==> src/rtl/dmem_initiator_pkg.sv <==
// -----------------------------------------------------------------------------
// dmem_initiator_pkg
// Shared definitions for the data-memory load/store initiator:
//   - FSM state encoding
//   - RV32I load/store funct3 codes
//   - size field values of the memory sign_mask ({signed, size[2:0]})
// -----------------------------------------------------------------------------
package dmem_initiator_pkg;

    typedef enum logic [2:0] {
        IDLE      = 3'd0,
        ISSUE     = 3'd1,
        WAIT_ACK  = 3'd2,
        WAIT_DONE = 3'd3,
        RESP      = 3'd4
    } state_e;

    // Load funct3 codes
    localparam logic [2:0] F3_LB  = 3'b000;
    localparam logic [2:0] F3_LH  = 3'b001;
    localparam logic [2:0] F3_LW  = 3'b010;
    localparam logic [2:0] F3_LBU = 3'b100;
    localparam logic [2:0] F3_LHU = 3'b101;

    // Store funct3 codes
    localparam logic [2:0] F3_SB  = 3'b000;
    localparam logic [2:0] F3_SH  = 3'b001;
    localparam logic [2:0] F3_SW  = 3'b010;

    // Size field of sign_mask (thermometer style: one bit per byte lane pair)
    localparam logic [2:0] SIZE_NONE = 3'b000;
    localparam logic [2:0] SIZE_BYTE = 3'b001;
    localparam logic [2:0] SIZE_HALF = 3'b011;
    localparam logic [2:0] SIZE_WORD = 3'b111;

    // Alignment rule for a given access size and the two low address bits.
    function automatic logic is_misaligned(input logic [2:0] size, input logic [1:0] addr_lo);
        logic mis;
        case (size)
            SIZE_HALF: mis = addr_lo[0];
            SIZE_WORD: mis = (addr_lo != 2'b00);
            default:   mis = 1'b0;
        endcase
        return mis;
    endfunction

endpackage

==> src/rtl/dmem_req_decode.sv <==
// -----------------------------------------------------------------------------
// dmem_req_decode
// Purely combinational decode of one load/store request.
//   we          in  1   1 = store, 0 = load
//   funct3      in  3   RV32I load/store funct3
//   addr_lo     in  2   low byte-address bits
//   sign_mask   out 4   {signed, size[2:0]}; signed only for LB/LH
//   illegal     out 1   funct3 not a legal load/store for this direction
//   misaligned  out 1   half on odd address or word not on a 4-byte boundary
// -----------------------------------------------------------------------------
module dmem_req_decode
    import dmem_initiator_pkg::*;
(
    input  logic       we,
    input  logic [2:0] funct3,
    input  logic [1:0] addr_lo,
    output logic [3:0] sign_mask,
    output logic       illegal,
    output logic       misaligned
);

    logic [2:0] size_s;
    logic       signed_s;

    // funct3 -> access size, signedness and legality
    always_comb begin
        size_s   = SIZE_NONE;
        signed_s = 1'b0;
        illegal  = 1'b0;
        if (we) begin
            // stores never request sign extension
            case (funct3)
                F3_SB:   size_s = SIZE_BYTE;
                F3_SH:   size_s = SIZE_HALF;
                F3_SW:   size_s = SIZE_WORD;
                default: illegal = 1'b1;
            endcase
        end else begin
            case (funct3)
                F3_LB: begin
                    size_s   = SIZE_BYTE;
                    signed_s = 1'b1;
                end
                F3_LH: begin
                    size_s   = SIZE_HALF;
                    signed_s = 1'b1;
                end
                F3_LW:   size_s = SIZE_WORD;
                F3_LBU:  size_s = SIZE_BYTE;
                F3_LHU:  size_s = SIZE_HALF;
                default: illegal = 1'b1;
            endcase
        end
    end

    // assemble mask and alignment flag
    always_comb begin
        sign_mask  = {signed_s, size_s};
        misaligned = is_misaligned(size_s, addr_lo);
    end

endmodule

==> src/rtl/dmem_initiator.sv <==
// -----------------------------------------------------------------------------
// dmem_initiator
// CPU-side load/store initiator for a stall-handshaked data memory. One request
// is accepted at a time, a single-cycle memread/memwrite strobe is issued, the
// memory's clk_stall rise and fall are tracked, and a one-cycle response pulse
// carries the load data or an error (illegal, misaligned, timeout).
//
// Ports
//   clk, reset                     clock, asynchronous active-high reset
//   req_valid/req_ready            request handshake (ready only in IDLE)
//   req_we, req_funct3             store flag and RV32I funct3
//   req_addr, req_wdata            byte address and right-aligned store data
//   rsp_valid, rsp_rdata, rsp_err  one-cycle response; rdata is 0 for stores/errors
//   mem_addr, mem_write_data       latched request towards the memory
//   mem_memwrite, mem_memread      single-cycle strobes
//   mem_sign_mask                  {signed, size[2:0]}
//   mem_read_data, mem_clk_stall   memory return data and busy flag
// -----------------------------------------------------------------------------
module dmem_initiator
    import dmem_initiator_pkg::*;
#(
    parameter int TIMEOUT_CYCLES = 16,
    parameter int CNT_W          = 8
) (
    input  logic        clk,
    input  logic        reset,
    input  logic        req_valid,
    output logic        req_ready,
    input  logic        req_we,
    input  logic [2:0]  req_funct3,
    input  logic [31:0] req_addr,
    input  logic [31:0] req_wdata,
    output logic        rsp_valid,
    output logic [31:0] rsp_rdata,
    output logic        rsp_err,
    output logic [31:0] mem_addr,
    output logic [31:0] mem_write_data,
    output logic        mem_memwrite,
    output logic        mem_memread,
    output logic [3:0]  mem_sign_mask,
    input  logic [31:0] mem_read_data,
    input  logic        mem_clk_stall
);

    state_e      state_r, next_state_s;
    logic [CNT_W-1:0] cnt_r;
    logic        cnt_clr_s, cnt_inc_s, err_s;
    logic        timeout_s;
    logic        we_r;
    logic        req_ready_r, rsp_valid_r, rsp_err_r;
    logic [31:0] rsp_rdata_r, mem_addr_r, mem_write_data_r;
    logic [3:0]  mem_sign_mask_r;

    logic [3:0]  dec_mask_s;
    logic        dec_illegal_s, dec_misaligned_s;

    dmem_req_decode u_decode (
        .we         (req_we),
        .funct3     (req_funct3),
        .addr_lo    (req_addr[1:0]),
        .sign_mask  (dec_mask_s),
        .illegal    (dec_illegal_s),
        .misaligned (dec_misaligned_s)
    );

    // The counter "reaches" the limit on the edge where it would step to it.
    assign timeout_s = (cnt_r == CNT_W'(TIMEOUT_CYCLES - 1));

    // State register
    always_ff @(posedge clk or posedge reset) begin
        if (reset) begin
            state_r <= IDLE;
        end else begin
            state_r <= next_state_s;
        end
    end

    // Next-state, counter control and error decision
    always_comb begin
        next_state_s = state_r;
        cnt_clr_s    = 1'b0;
        cnt_inc_s    = 1'b0;
        err_s        = 1'b0;
        case (state_r)
            IDLE: begin
                if (req_valid) begin
                    if (dec_illegal_s || dec_misaligned_s) begin
                        // rejected before the memory is ever touched
                        next_state_s = RESP;
                        err_s        = 1'b1;
                    end else begin
                        next_state_s = ISSUE;
                    end
                end else begin
                    next_state_s = IDLE;
                end
            end
            ISSUE: begin
                // a stall here is left over from an aborted transaction
                if (mem_clk_stall) begin
                    if (timeout_s) begin
                        next_state_s = RESP;
                        err_s        = 1'b1;
                    end else begin
                        cnt_inc_s = 1'b1;
                    end
                end else begin
                    next_state_s = WAIT_ACK;
                    cnt_clr_s    = 1'b1;
                end
            end
            WAIT_ACK: begin
                if (mem_clk_stall) begin
                    next_state_s = WAIT_DONE;
                    cnt_clr_s    = 1'b1;
                end else if (timeout_s) begin
                    next_state_s = RESP;
                    err_s        = 1'b1;
                end else begin
                    cnt_inc_s = 1'b1;
                end
            end
            WAIT_DONE: begin
                if (!mem_clk_stall) begin
                    next_state_s = RESP;
                end else if (timeout_s) begin
                    next_state_s = RESP;
                    err_s        = 1'b1;
                end else begin
                    cnt_inc_s = 1'b1;
                end
            end
            RESP: begin
                next_state_s = IDLE;
                cnt_clr_s    = 1'b1;
            end
            default: begin
                next_state_s = IDLE;
                cnt_clr_s    = 1'b1;
            end
        endcase
    end

    // Strobes: the memory samples them on the edge closing the ISSUE cycle, so
    // they are decoded from the state register and gated by the live stall.
    // ISSUE is always left after a strobe, so two consecutive strobes cannot occur.
    always_comb begin
        mem_memread  = 1'b0;
        mem_memwrite = 1'b0;
        if ((state_r == ISSUE) && !mem_clk_stall) begin
            mem_memwrite = we_r;
            mem_memread  = ~we_r;
        end else begin
            mem_memwrite = 1'b0;
            mem_memread  = 1'b0;
        end
    end

    // Wait-state timeout counter
    always_ff @(posedge clk or posedge reset) begin
        if (reset) begin
            cnt_r <= '0;
        end else if (cnt_clr_s) begin
            cnt_r <= '0;
        end else if (cnt_inc_s) begin
            cnt_r <= cnt_r + CNT_W'(1);
        end else begin
            cnt_r <= cnt_r;
        end
    end

    // Request latch towards the memory; held until the next accept
    always_ff @(posedge clk or posedge reset) begin
        if (reset) begin
            mem_addr_r       <= 32'h0000_0000;
            mem_write_data_r <= 32'h0000_0000;
            mem_sign_mask_r  <= 4'b0000;
            we_r             <= 1'b0;
        end else if ((state_r == IDLE) && req_valid) begin
            mem_addr_r       <= req_addr;
            mem_write_data_r <= req_wdata;
            mem_sign_mask_r  <= dec_mask_s;
            we_r             <= req_we;
        end
    end

    // Response and ready registers; rdata only changes on entry to RESP
    always_ff @(posedge clk or posedge reset) begin
        if (reset) begin
            req_ready_r <= 1'b1;
            rsp_valid_r <= 1'b0;
            rsp_err_r   <= 1'b0;
            rsp_rdata_r <= 32'h0000_0000;
        end else begin
            req_ready_r <= (next_state_s == IDLE);
            rsp_valid_r <= (next_state_s == RESP);
            rsp_err_r   <= (next_state_s == RESP) && err_s;
            if (next_state_s == RESP) begin
                rsp_rdata_r <= (err_s || we_r) ? 32'h0000_0000 : mem_read_data;
            end
        end
    end

    assign req_ready      = req_ready_r;
    assign rsp_valid      = rsp_valid_r;
    assign rsp_err        = rsp_err_r;
    assign rsp_rdata      = rsp_rdata_r;
    assign mem_addr       = mem_addr_r;
    assign mem_write_data = mem_write_data_r;
    assign mem_sign_mask  = mem_sign_mask_r;

endmodule

==> config.mk <==
export PLATFORM = sky130hd
export DESIGN_NAME = dmem_initiator
export DESIGN_NICKNAME = d
export VERILOG_FILES = /design/src/rtl/dmem_initiator_pkg.sv /design/src/rtl/dmem_req_decode.sv /design/src/rtl/dmem_initiator.sv
export SDC_FILE = /design/constraint.sdc
export NUM_CORES = 1
export LEC_CHECK = 0
export BUFFER_PORTS_ARGS = -buffer_cell sky130_fd_sc_hd__buf_2
export CORE_ASPECT_RATIO = 2
export CORE_MARGIN = 2
export CORE_UTILIZATION = 52
export CTS_CLUSTER_SIZE = 24
export DETAILED_ROUTE_END_ITERATION = 10
export PLACE_DENSITY = 0.85
export SKIP_LAST_GASP = 1
export SLEW_MARGIN = 20
export SYNTH_ARGS = -nofsm -noshare
export SYNTH_HDL_FRONTEND = slang
export SYNTH_SLANG_ARGS = --single-unit
==> constraint.sdc <==
create_clock -name clk -period 9 [get_ports clk]
set_input_delay 0.9 -clock clk [delete_from_list [all_inputs] [get_ports clk]]
set_output_delay 0.9 -clock clk [all_outputs]
set_load 0.02 [all_outputs]
Yosys cells after proc, flatten, opt, wreduce, memory -nomap -nowiden
Cells that the tools add are included.
Widths: inputs -> output; s select.
Word-level totals
  input port bits: 104
  bits in registers: 115
  logic and storage cells: 75
  output and inout port bits: 105
Operators by class
  add/subtract/negate cells: 1
  mux-type cells: 34
  bitwise gates (word level): 1
  equal/unequal tests: 11
  reduce and logical (&&, ||, !) cells: 18
Operators with widths (count)
  $mux 32: 1
  $mux 3: 7
  $pmux 3 s3: 2
  $mux 1: 17
  $mux 8: 2
  $eq 3x2->1 const B: 4
  $eq 3x3->1 const B: 4
  $pmux 3 s4: 1
  $reduce_or 2->1: 5
  $logic_not 3->1: 3
  $add 8x1->8 const B: 1
  $eq 8x4->1 const B: 1
  $eq 3x1->1 const B: 2
  $pmux 1 s3: 2
  $reduce_or 5->1: 1
  $pmux 1 s2: 2
  $reduce_bool 2->1: 2
  $logic_and 1x1->1: 3
  $reduce_or 3->1: 1
  $logic_or 1x1->1: 2
  $logic_not 1->1: 1
  $not 1->1: 1

Longest topological paths before layout
  word-level depth: 12
  mapped depth: 8
  mapped depth without buffers: 5

Modules after synthesis
Synthesis repeated with hierarchy kept, for this count alone.
Second synthesis, totals
  cells, all modules: 384
  area, all modules: 4946.0 um^2
By module, submodules not included
  dmem_initiator: cells each 375, sequential area each 2879.0 um^2, area each 4884.7 um^2, instances 1
  dmem_req_decode: cells each 9, sequential area each 0.0 um^2, area each 61.3 um^2, instances 1

Worst setup path before layout
Ideal clock, no wire load.
  kind: input to output
  start point: input mem_clk_stall
  end point: output mem_memread
  path slack: 6370 ps
  arrival: 1730 ps
  stages on the path: 3
  data required time: 8100 ps
  buffers on the path: 0
  cells stage by stage: nor3b_1 > inv_1 > nor3_1
On the way
  longest elaborated chain between the ends: 3
RTL lines
  start, declared: line dmem_initiator.sv:42  | input logic mem_clk_stall
  $logic_not 1->1: line dmem_initiator.sv:150  | if ((state_r == ISSUE) && !mem_clk_stall) begin
  $logic_and 1x1->1: line dmem_initiator.sv:150
  $mux 1: line dmem_initiator.sv:150
  end, declared: line dmem_initiator.sv:39  | output logic mem_memread,
No other way between the ends.

Worst setup path in the final report
  start point: register state_r[0]
  end point: register rsp_rdata_r[15], in the netlist rsp_rdata[15]
On the way
  longest elaborated chain between the ends: 5
  elaborated cells between the ends (all ways): 14
  classes of those cells: eq/ne: 4; mux: 7; reduce/logical: 3
RTL lines
  start, declared: line dmem_initiator.sv:45  | state_e state_r, next_state_s;
  start signal, assigned: line dmem_initiator.sv:74  | state_r <= next_state_s;
  $eq 3x1->1 or $eq 3x2->1 (tied branches): line dmem_initiator.sv:84  | case (state_r)
  $reduce_or 2->1 (no source line)
  $pmux 1 s3: line dmem_initiator.sv:84
  $logic_or 1x1->1: line dmem_initiator.sv:199  | rsp_rdata_r <= (err_s || we_r) ? 32'h0000_0000 : mem_read_data;
  $mux 32: line dmem_initiator.sv:199
  end signal, assigned: line dmem_initiator.sv:199
  end, declared: line dmem_initiator.sv:51  | logic [31:0] rsp_rdata_r, mem_addr_r, mem_write_data_r;
Parallel ways exist; a longest one is shown, timed or not.
A chain may end at the register's enable or synchronous reset.

==> summary.md <==
| Metric | Value |
|---|---|
| Status | finished, final reports clean |
| Clock-pin transition on the worst setup and hold timing paths | 0.05 ns |
| Simple-gate share of the synthesized area | 0.2642 |
| Synth Area in XOR/XNOR | 0.001773 |
| Int Power | 1.601 mW |
| Slew HR | 0.4515 |
| CP Data Arrival Time | 3.10 ns |
| CP required | 9.24 ns |
| Routed wire per std cell | 15.05 um |
| Final period util | 0.3179 |
| Fill cells | 676 |
| Largest net degree at the start of global routing | 73 |
| Die area | 10,340 sq um |
| Setup Fix Bufs, Post-CTS | 0 |
| Post-cts resize count | 0 |
| Syn_area_per_cell | 9.320 sq um |
| Combinational share of power | 0.388 |
| Area Growth Syn to Fin | 34.50% |
| Synth Net Count | 635 |
| CP max FO | 72 |
| Adder and majority gate portion of the synthesized area | 0.002533 |
| N_diodes | 0 |
| Cell area after layout | 6644 sq um |
| Max Cap Viol | 0 |
| Setup-failing EPs final | 0 |
| Cell Area, Synth | 4940 sq um |
| Cells after Synth | 530 |
| H-tree Lvls | 4 |
| Detail-routed via count per cell | 5.321 |
| Gr usage total | 0.2489 |
| Post-synth EDFFs | 0 |
| Clk buf depth | 2 |
| TritonCTS clock tree | done |
| GRT overflow | 0 |
| Sequential share of power | 0.336 |
| Startpoint type of the worst setup path | flip-flop |
| Initial antenna violation count | 0 |
| Port bufs | 208 |
| Die X | 72.92 um |
| Layout Skew | 0.006618 ns |
| PwrDens | 399.5 nW/um^2 |
| Clock sinks | 115 |
| Post-Route WL | 12.70 mm |
| Main combinational cell family by area after synthesis | simple AND/OR/NAND/NOR gates |
| Synth area leader | dfrtp_1 |
| I/O pins | 209 |
| Count leader, synth | nand2_1 |
| Core area | 9321 sq um |
| VDD IR max | 0.2789 mV |
| DP HPWL | 9.103 mm |
| Root Driver | clkbuf_16 |
| Pre-antenna DRT Iters | 4 |
| RSZ-0062 raised after global routing | no |
| Async S/R FF share, synth | 1.000 |
| Residual DRC | 0 |
| Switching Share | 0.3967 |
| Hold Vio Cnt, Final | 0 |
| Setup crit end kind | flip-flop |
| Initial DRC count | 259 |
| Setup CP Type | flip-flop to flip-flop |
| Commonest cells in the netlist | nand2_1 (243), dfrtp_1 (114), mux2i_1 (37), nand3_1 (37), clkbuf_1 (20) |
| Lkg Pwr | 3.894 nW |
| # nets final | 833 |
| Antenna viol nets, final | 0 |
| Leading post-synthesis cells by cell area | dfrtp_1 (58%), nand2_1 (18%), mux2i_1 (7.5%), nand3_1 (3.7%), clkbuf_1 (1.5%) |
| First-pass GRT wire length | 20.07 mm |
| Layout cells sized above 1 | 0.3392 |
| Area after DPL | 5991 sq um |
| Achievable frequency | 0.3495 GHz |
| Seq/Total Area, Yosys | 0.5828 |
| Vias in the first global route | 4,434 |
| Synthesis-stage register bit count | 115 |
| Post-synthesis compound-gate area fraction | 0.03242 |
| Main synth FF type | dfrtp_1 |
| Post-CTS Hold Buffers | 0 |
| Mux contribution to synthesized area | 0.07497 |
| DR vias | 4,491 |
| Yosys top cell area share | 0.5775 |
| Starting Density | 0.5299 |
| Die H | 141.8 um |
| Post-synth cell types | 41 |
| Max-slew violations | 0 |
| Hold Crit Class | flip-flop to flip-flop |
| Gpl congestion | 0.8024 |
| Final core utilization | 0.7128 |
| Row cnt | 50 |
| Min Tclk post-route | 2.861 ns |
| Setup_tns | 0 ns |
| Slew of the pin with the lowest slew margin | 0.8228 ns |
| Ys Warns | 0 |
| Num CTS Buffers | 17 |
| Clk_lat worst skew | 0.39 ns |
| Clock power frac | 0.276 |
| Psw | 1.053 mW |
==> state kept, by name, summed over array words and instances (netlist names), 3 cells and up <==
signal          cells
mem_addr           32
mem_write_data     32
rsp_rdata          32
cnt_r               8
state_r             3
mem_sign_mask       4
==> worst max-delay path, cell delays in order, from the launching register on <==
cell and delay (ns):
dfrtp_1 0.48, or4b_2 0.69, buf_4 0.35, or3_2 0.87, nand2_1 0.19, mux2i_1 0.11
==> path summary, 6_finish.rpt <==
kind	slack, ns	cells after the start	from	to
worst max-delay path	6.14	5	state_r[0]	rsp_rdata[15]
worst min-delay path	0.47	2	mem_addr[14]	mem_addr[14]
worst max register to register	6.14	5	state_r[0]	rsp_rdata[15]
worst min register to register	0.47	2	mem_addr[14]	mem_addr[14]
max in group asynchronous	7.18	3	reset	mem_write_data[24]
min in group asynchronous	0.56	2	reset	mem_addr[9]
==> cell type report <==
type	instances	area (sq um)	share of cell area
Sequential cell	115	2879	0.4333
Multi-Input combinational cell	376	1884	0.2836
Timing Repair Buffer	213	1079	0.1623
Clock buffer	22	474.2	0.07137
Clock inverter	9	176.4	0.02655
Tap cell	104	130.1	0.01959
Inverter	5	21.27	0.003202
==> logic make-up (layout without fill, tap and decap cells) <==
family / Yosys count / after routing
and+or+nand+nor: 313 / 313
buffers and inverters: 39 / 249
muxes: 37 / 37
xor gates and xnor gates: 1 / 1
adders and majority gates: 1 / 1
DFF: 115 / 115
AOI/OAI and AO/OA: 24 / 24
==> routing by layer <==
layer / part of all wire / wire length, um / GRT usage
met1: 0.37 / 4750 / 0.2694
met2: 0.54 / 6854 / 0.4411
met3: 0.058 / 740 / 0.06818
met4: 0.028 / 356 / 0.1092
met5: 0 / 0 / 0
==> power by group through the flow <==
stage          logic (mW)  registers (mW)  clock network (mW)
3_3_place_gp        0.989           0.889                   0
4_1_cts              1.04           0.893               0.743
2_1_floorplan       0.429            1.15                   0
6_report             1.03           0.892               0.733
5_1_grt              1.13           0.922               0.768
3_5_place_dp         1.04           0.893                   0
==> cells in the final DEF, fill, tap and decap left out, drive strengths merged <==
| cell type | instances |
|---|---|
| nand4 | 1 |
| o21ai | 6 |
| and3 | 1 |
| nor2b | 1 |
| o311ai | 1 |
| o21bai | 1 |
| inv | 5 |
| nand2b | 1 |
| nor3b | 1 |
| a221oi | 1 |
| nand3 | 37 |
| nor4 | 2 |
| clkbuf | 22 |
| mux2i | 37 |
| nand2 | 243 |
| nor4bb | 1 |
| nor3 | 6 |
| o211ai | 3 |
| a31oi | 1 |
| and3b | 2 |
| a21oi | 4 |
| buf | 213 |
| dfrtp | 114 |
| clkinvlp | 1 |
| bufinv | 5 |
| xnor2 | 1 |
| or4b | 1 |
| or4 | 4 |
| clkinv | 3 |
| o31ai | 3 |
| dfstp | 1 |
| a32oi | 1 |
| or3 | 2 |
| nor2 | 7 |
| ha | 1 |
| a21o | 1 |
| nor4b | 2 |
| o41ai | 1 |
| o31a | 1 |
| or2 | 1 |
==> stage by stage <==
| step | hold WS [ns] | worst slack [ns] | instances | power, mW |
|---|---|---|---|---|
| finish | 0.4688 | 6.139 | 844 | 2.654 |
| global route | 0.4856 | 6.039 | 844 | 2.817 |
| CTS | 0.4707 | 6.006 | 844 | 2.676 |
| detailed placement | 0.4574 | 5.634 | 813 | 1.931 |
| global placement | 0.4520 | 5.745 | 813 | 1.878 |
| floorplan | 0.4765 | 5.058 | 530 | 1.575 |
Note: power is estimated with default switching activity, not from simulation.
